**config.mk**
```make
export PLATFORM = sky130hd
export DESIGN_NAME = load_store_unit
export DESIGN_NICKNAME = d
export VERILOG_FILES = /design/src/rtl/cpu24_pkg.sv /design/src/rtl/load_store_unit.sv
export SDC_FILE = /design/constraint.sdc
export NUM_CORES = 1
export LEC_CHECK = 0
export BUFFER_PORTS_ARGS = -buffer_cell sky130_fd_sc_hd__buf_2
export CAP_MARGIN = 30
export CORE_MARGIN = 10
export CORE_UTILIZATION = 45
export CTS_BUF_LIST = sky130_fd_sc_hd__clkbuf_8
export DETAILED_ROUTE_END_ITERATION = 7
export GPL_ROUTABILITY_DRIVEN = 0
export PLACE_DENSITY = 0.78
export SLEW_MARGIN = 10
export SYNTH_ARGS = -nofsm -noshare
export SYNTH_HDL_FRONTEND = slang
export SYNTH_SLANG_ARGS = --single-unit
```
**constraint.sdc**
```tcl
create_clock -name Clock -period 1.5 [get_ports Clock]
set_input_delay 0.3 -clock Clock [delete_from_list [all_inputs] [get_ports Clock]]
set_output_delay 0.3 -clock Clock [all_outputs]
set_load 0.1 [all_outputs]
```
**src/rtl/cpu24_pkg.sv**
```systemverilog
// Shared definitions for the 24-bit CPU datapath: widths, op codes and LSU FSM states.
package cpu24_pkg;
  localparam int DATA_W    = 24;
  localparam int RD_W      = 4;
  localparam int MEM_DEPTH = 256;

  typedef enum logic [1:0] {
    OP_PASS    = 2'b00,
    OP_LOAD    = 2'b01,
    OP_STORE   = 2'b10,
    OP_ILLEGAL = 2'b11
  } op_e;

  typedef enum logic [1:0] {
    ST_IDLE   = 2'b00,
    ST_ACCESS = 2'b01,
    ST_RESP   = 2'b10
  } lsu_state_e;
endpackage

```
**src/rtl/load_store_unit.sv**
```systemverilog
// Memory-access stage: one request in, one DataMemory strobe, one writeback result; accept to wb_valid is 1 cycle.
// Backpressure: ex_ready low in ACCESS and in RESP until wb_ready; results held stable while wb_ready is low.
module load_store_unit #(
  parameter int DATA_W    = cpu24_pkg::DATA_W,
  parameter int MEM_DEPTH = cpu24_pkg::MEM_DEPTH,
  parameter int RD_W      = cpu24_pkg::RD_W
) (
  input  logic              Clock,
  input  logic              Reset_n,
  input  logic              ex_valid,
  output logic              ex_ready,
  input  logic [1:0]        ex_op,
  input  logic [DATA_W-1:0] ex_addr,
  input  logic [DATA_W-1:0] ex_wdata,
  input  logic [RD_W-1:0]   ex_rd,
  output logic [DATA_W-1:0] Adresa,
  output logic [DATA_W-1:0] WriteData,
  output logic              MemWrite,
  output logic              MemRead,
  input  logic [DATA_W-1:0] ReadData,
  output logic              wb_valid,
  input  logic              wb_ready,
  output logic [DATA_W-1:0] wb_data,
  output logic [RD_W-1:0]   wb_rd,
  output logic              wb_we,
  output logic              wb_fault
);
  import cpu24_pkg::*;

  localparam logic [DATA_W-1:0] DEPTH = DATA_W'(MEM_DEPTH);

  lsu_state_e        state_q;
  logic              req_vld_q;
  logic [1:0]        req_op_q;
  logic [DATA_W-1:0] req_addr_q;
  logic [DATA_W-1:0] req_wdata_q;
  logic [RD_W-1:0]   req_rd_q;
  logic              req_fault_q;
  logic [DATA_W-1:0] wb_data_q;
  logic [RD_W-1:0]   wb_rd_q;
  logic              wb_we_q;
  logic              wb_fault_q;

  logic              accept;
  logic              in_access;
  logic              req_fault_d;
  logic [DATA_W-1:0] wb_data_d;
  logic              wb_we_d;

  assign ex_ready = (state_q == ST_IDLE) || ((state_q == ST_RESP) && wb_ready);
  assign accept   = ex_valid && ex_ready;

  // Unsigned full-width compare so any upper address bit set is out of range.
  assign req_fault_d = (ex_op == OP_ILLEGAL) ||
                       (((ex_op == OP_LOAD) || (ex_op == OP_STORE)) && (ex_addr >= DEPTH));

  // Strobes decode straight from state so an async reset drops them immediately.
  assign in_access = (state_q == ST_ACCESS);
  assign MemRead   = in_access && (req_op_q == OP_LOAD)  && !req_fault_q;
  assign MemWrite  = in_access && (req_op_q == OP_STORE) && !req_fault_q;
  assign WriteData = MemWrite ? req_wdata_q : '0;
  assign Adresa    = req_vld_q ? req_addr_q : '0;

  always_comb begin
    wb_data_d = '0;
    if (!req_fault_q) begin
      if (req_op_q == OP_LOAD)      wb_data_d = ReadData;
      else if (req_op_q == OP_PASS) wb_data_d = req_addr_q;
    end
  end

  assign wb_we_d = !req_fault_q && ((req_op_q == OP_LOAD) || (req_op_q == OP_PASS));

  always_ff @(posedge Clock or negedge Reset_n) begin
    if (!Reset_n) begin
      state_q     <= ST_IDLE;
      req_vld_q   <= 1'b0;
      req_op_q    <= '0;
      req_addr_q  <= '0;
      req_wdata_q <= '0;
      req_rd_q    <= '0;
      req_fault_q <= 1'b0;
      wb_data_q   <= '0;
      wb_rd_q     <= '0;
      wb_we_q     <= 1'b0;
      wb_fault_q  <= 1'b0;
    end else begin
      if (accept) begin
        req_vld_q   <= 1'b1;
        req_op_q    <= ex_op;
        req_addr_q  <= ex_addr;
        req_wdata_q <= ex_wdata;
        req_rd_q    <= ex_rd;
        req_fault_q <= req_fault_d;
      end
      case (state_q)
        ST_IDLE: begin
          if (accept) state_q <= ST_ACCESS;
        end
        ST_ACCESS: begin
          wb_data_q  <= wb_data_d;
          wb_rd_q    <= req_rd_q;
          wb_we_q    <= wb_we_d;
          wb_fault_q <= req_fault_q;
          state_q    <= ST_RESP;
        end
        ST_RESP: begin
          if (wb_ready) begin
            if (accept) begin
              state_q <= ST_ACCESS;
            end else begin
              state_q   <= ST_IDLE;
              req_vld_q <= 1'b0;
            end
          end
        end
        default: state_q <= ST_IDLE;
      endcase
    end
  end

  assign wb_valid = (state_q == ST_RESP);
  assign wb_data  = wb_data_q;
  assign wb_rd    = wb_rd_q;
  assign wb_we    = wb_we_q;
  assign wb_fault = wb_fault_q;
endmodule

```
==> metrics.txt <==
fin crit period=1900 ps; WP data arrival=1600 ps; synth top area cells=dfrtp_1, mux2_4, and2_1, mux2_2, a32oi_1; DR iter-0 viols=163; initial antenna violation count=0; port bufs=163; Rows=34; GRT overflow=0; clock sink count=88; # IOs=164; total of max-cap violations=0; commonest non-fill, non-tap cell in the layout=buf_2; Power Dens Cells=2060 nW/um2; DP Area=5940 um2; DP Wirelength=9160 um; TritonCTS Buffers=9; total power draw=0.0135 W; synth-to-layout area growth=62.0%; final worst slack=-395 ps; initial core utilization=0.463; Netlist Area Pre-Place=4040 um2; vias in the first global route=3882; vias per cell=5.44; cell area after layout=6540 um2; Critical Path, Cell by Cell=nor2b_4 -> and4_4 -> and2_4 -> buf_12; Max VDD drop=1.67 mV; GRT Util Overall=0.200; share of layout cells above drive strength 1=0.637; max-slew violation count=0; clock-pin slew on the worst setup and hold paths=90 ps; Final period util=1.26; CP Buf/Inv Count=1; commonest cells after routing, fill and taps aside=buf_2, dfrtp_1, buf_12; Skew-Pair Late Insertion Delay=340 ps; critical path class=register to primary output; CP max stage delay=420 ps; Die H=115 um; die span in x=115 um; slew at the pin closest to its max-slew limit=512 ps; slowest CP cell=dfrtp_1; CP Launch Type=register; nets=602; deepest clock path buffer count=2; Post-Synthesis Cells=329; post-synth net total=412; failing checks=setup timing; sequential share of the synthesized area=0.545; Pleak=3.21 nW; delay-heaviest family, CP=simple AND/OR/NAND/NOR gates; Wirelength per Cell=20.9 um; share of the synthesized area in the top cell type=0.545; Crit. End Element=primary output; Max Clock Freq=0.528 GHz; n_diodes=0; Core ar.=8720 um2; RSZ-0062 raised after global routing=yes; full die area=13200 um2; H-tree Lvls=3; post-synth top area cell=dfrtp_1; CP required=1200 ps; first-pass GRT wire length=21000 um; critical-path maximum fanout=7; Post-DRT Antenna Nets=0; Ys Warns=0; routed wire length=13200 um; clk_skew=9.43 ps; drt drc=0; DRT Pass-1 Iters=4; Vias=3436; largest net degree at the start of global routing=89; status=complete, but fails checks; syn avg cell area=12.3 um2; CTS tree=yes; Root Driver=clkbuf_8; final hold vios=0; Relative slew margins=0.661; Worst Hold Class=input port to register; register bit total from synthesis=88; Yosys cell types=26; Setup violations, final=103
==> cells in the mapped netlist (all sizes together) <==
cell type	count
a32oi	24
inv	2
ha	1
nor4b	1
nand4	24
clkinv	1
nand2b	3
and2	50
dfrtp	88
nor2	1
mux2	53
o21ai	3
and4	2
nand2	38
a21o	2
nor2b	3
nor4	4
o221ai	1
nand3	3
clkbuf	13
buf	12
==> flip-flops by register name, indices dropped and copies added (netlist names) <==
register / flops
req_addr_q: 24
req_wdata_q: 24
wb_data: 24
req_rd_q: 4
wb_rd: 4
req_op_q: 2
state_q: 2
req_fault_q: 1
req_vld_q: 1
wb_fault: 1
wb_we: 1
==> final cells by class <==
| class | count | area [um2] |
|---|---|---|
| clock buffers | 11 | 151 |
| clock inverters | 5 | 38.8 |
| fillers | 586 | 2180 |
| inverters | 3 | 16.3 |
| multi-input cells | 216 | 1880 |
| flip-flops and latches | 88 | 2200 |
| well taps | 108 | 135 |
| repair buffers | 201 | 2120 |
==> worst register-to-register path, cell delays in order, from the launching register on <==
cell       delay [ps]
dfrtp_1           420
buf_4             180
nand2b_2           80
and2_4            180
buf_12            120
bufbuf_16         270
mux2_4            300
==> stage by stage <==
stage | TNS [ps] | utilization | hold slack (ps) | cells | worst slack (ps)
after floorplan | -4060 | - | 4.41 | 329 | -183
after global placement | -1840 | 0.682 | 373 | 598 | -71.4
after detailed placement | -3200 | 0.682 | 372 | 598 | -102
after CTS | -15410 | 0.744 | 172 | 631 | -404
after global routing | -20770 | 0.750 | 165 | 632 | -449
final | -15800 | 0.750 | 179 | 632 | -395
==> where the power goes <==
group          switching [W]  internal (W)
Sequential          0.000494       0.00307
Clock               0.000843      0.000705
Combinational        0.00571       0.00265
Total                0.00705       0.00643
==> worst paths after layout <==
| check | from | to | slack [ps] | depth (start not counted) |
|---|---|---|---|---|
| worst max-delay path | state_q[1] | WriteData[22] | -400 | 4 |
| worst min-delay path | ex_wdata[20] | req_wdata_q[20] | 180 | 2 |
| worst max register to register | state_q[1] | req_addr_q[1] | -150 | 6 |
| worst min register to register | req_rd_q[0] | wb_rd[0] | 470 | 2 |
| max in group asynchronous | Reset_n | req_vld_q | 600 | 3 |
| min in group asynchronous | Reset_n | req_wdata_q[21] | 510 | 3 |
==> routing by layer <==
metal  routed length (um)  global-route usage
met1                 5120               0.227
met2                 6970               0.356
met3                  998              0.0615
met4                  120              0.0520
met5                    0                   0
==> timing repair <==
item	4_1_cts	5_1_grt
hold buffers	1	0
gates cloned	10	1
hold endpoints to repair	1	0
gates resized for setup	51	10
pin swaps	15	1
endpoints found under the setup margin	105	136
setup buffers	7	0
==> cell families (layout without fill, tap and decap cells) <==
logic type,Yosys count,count (layout),synth area share
multiplexers,53,53,0.172
AO/OA/AOI/OAI,30,30,0.0616
AND/OR/NAND/NOR,129,132,0.182
adder cells (fa/ha/maj),1,1,0.00310
buffers and inverters,28,220,0.0359
flip-flops,88,88,0.545
No activity file was read; power rests on OpenSTA's default activity.
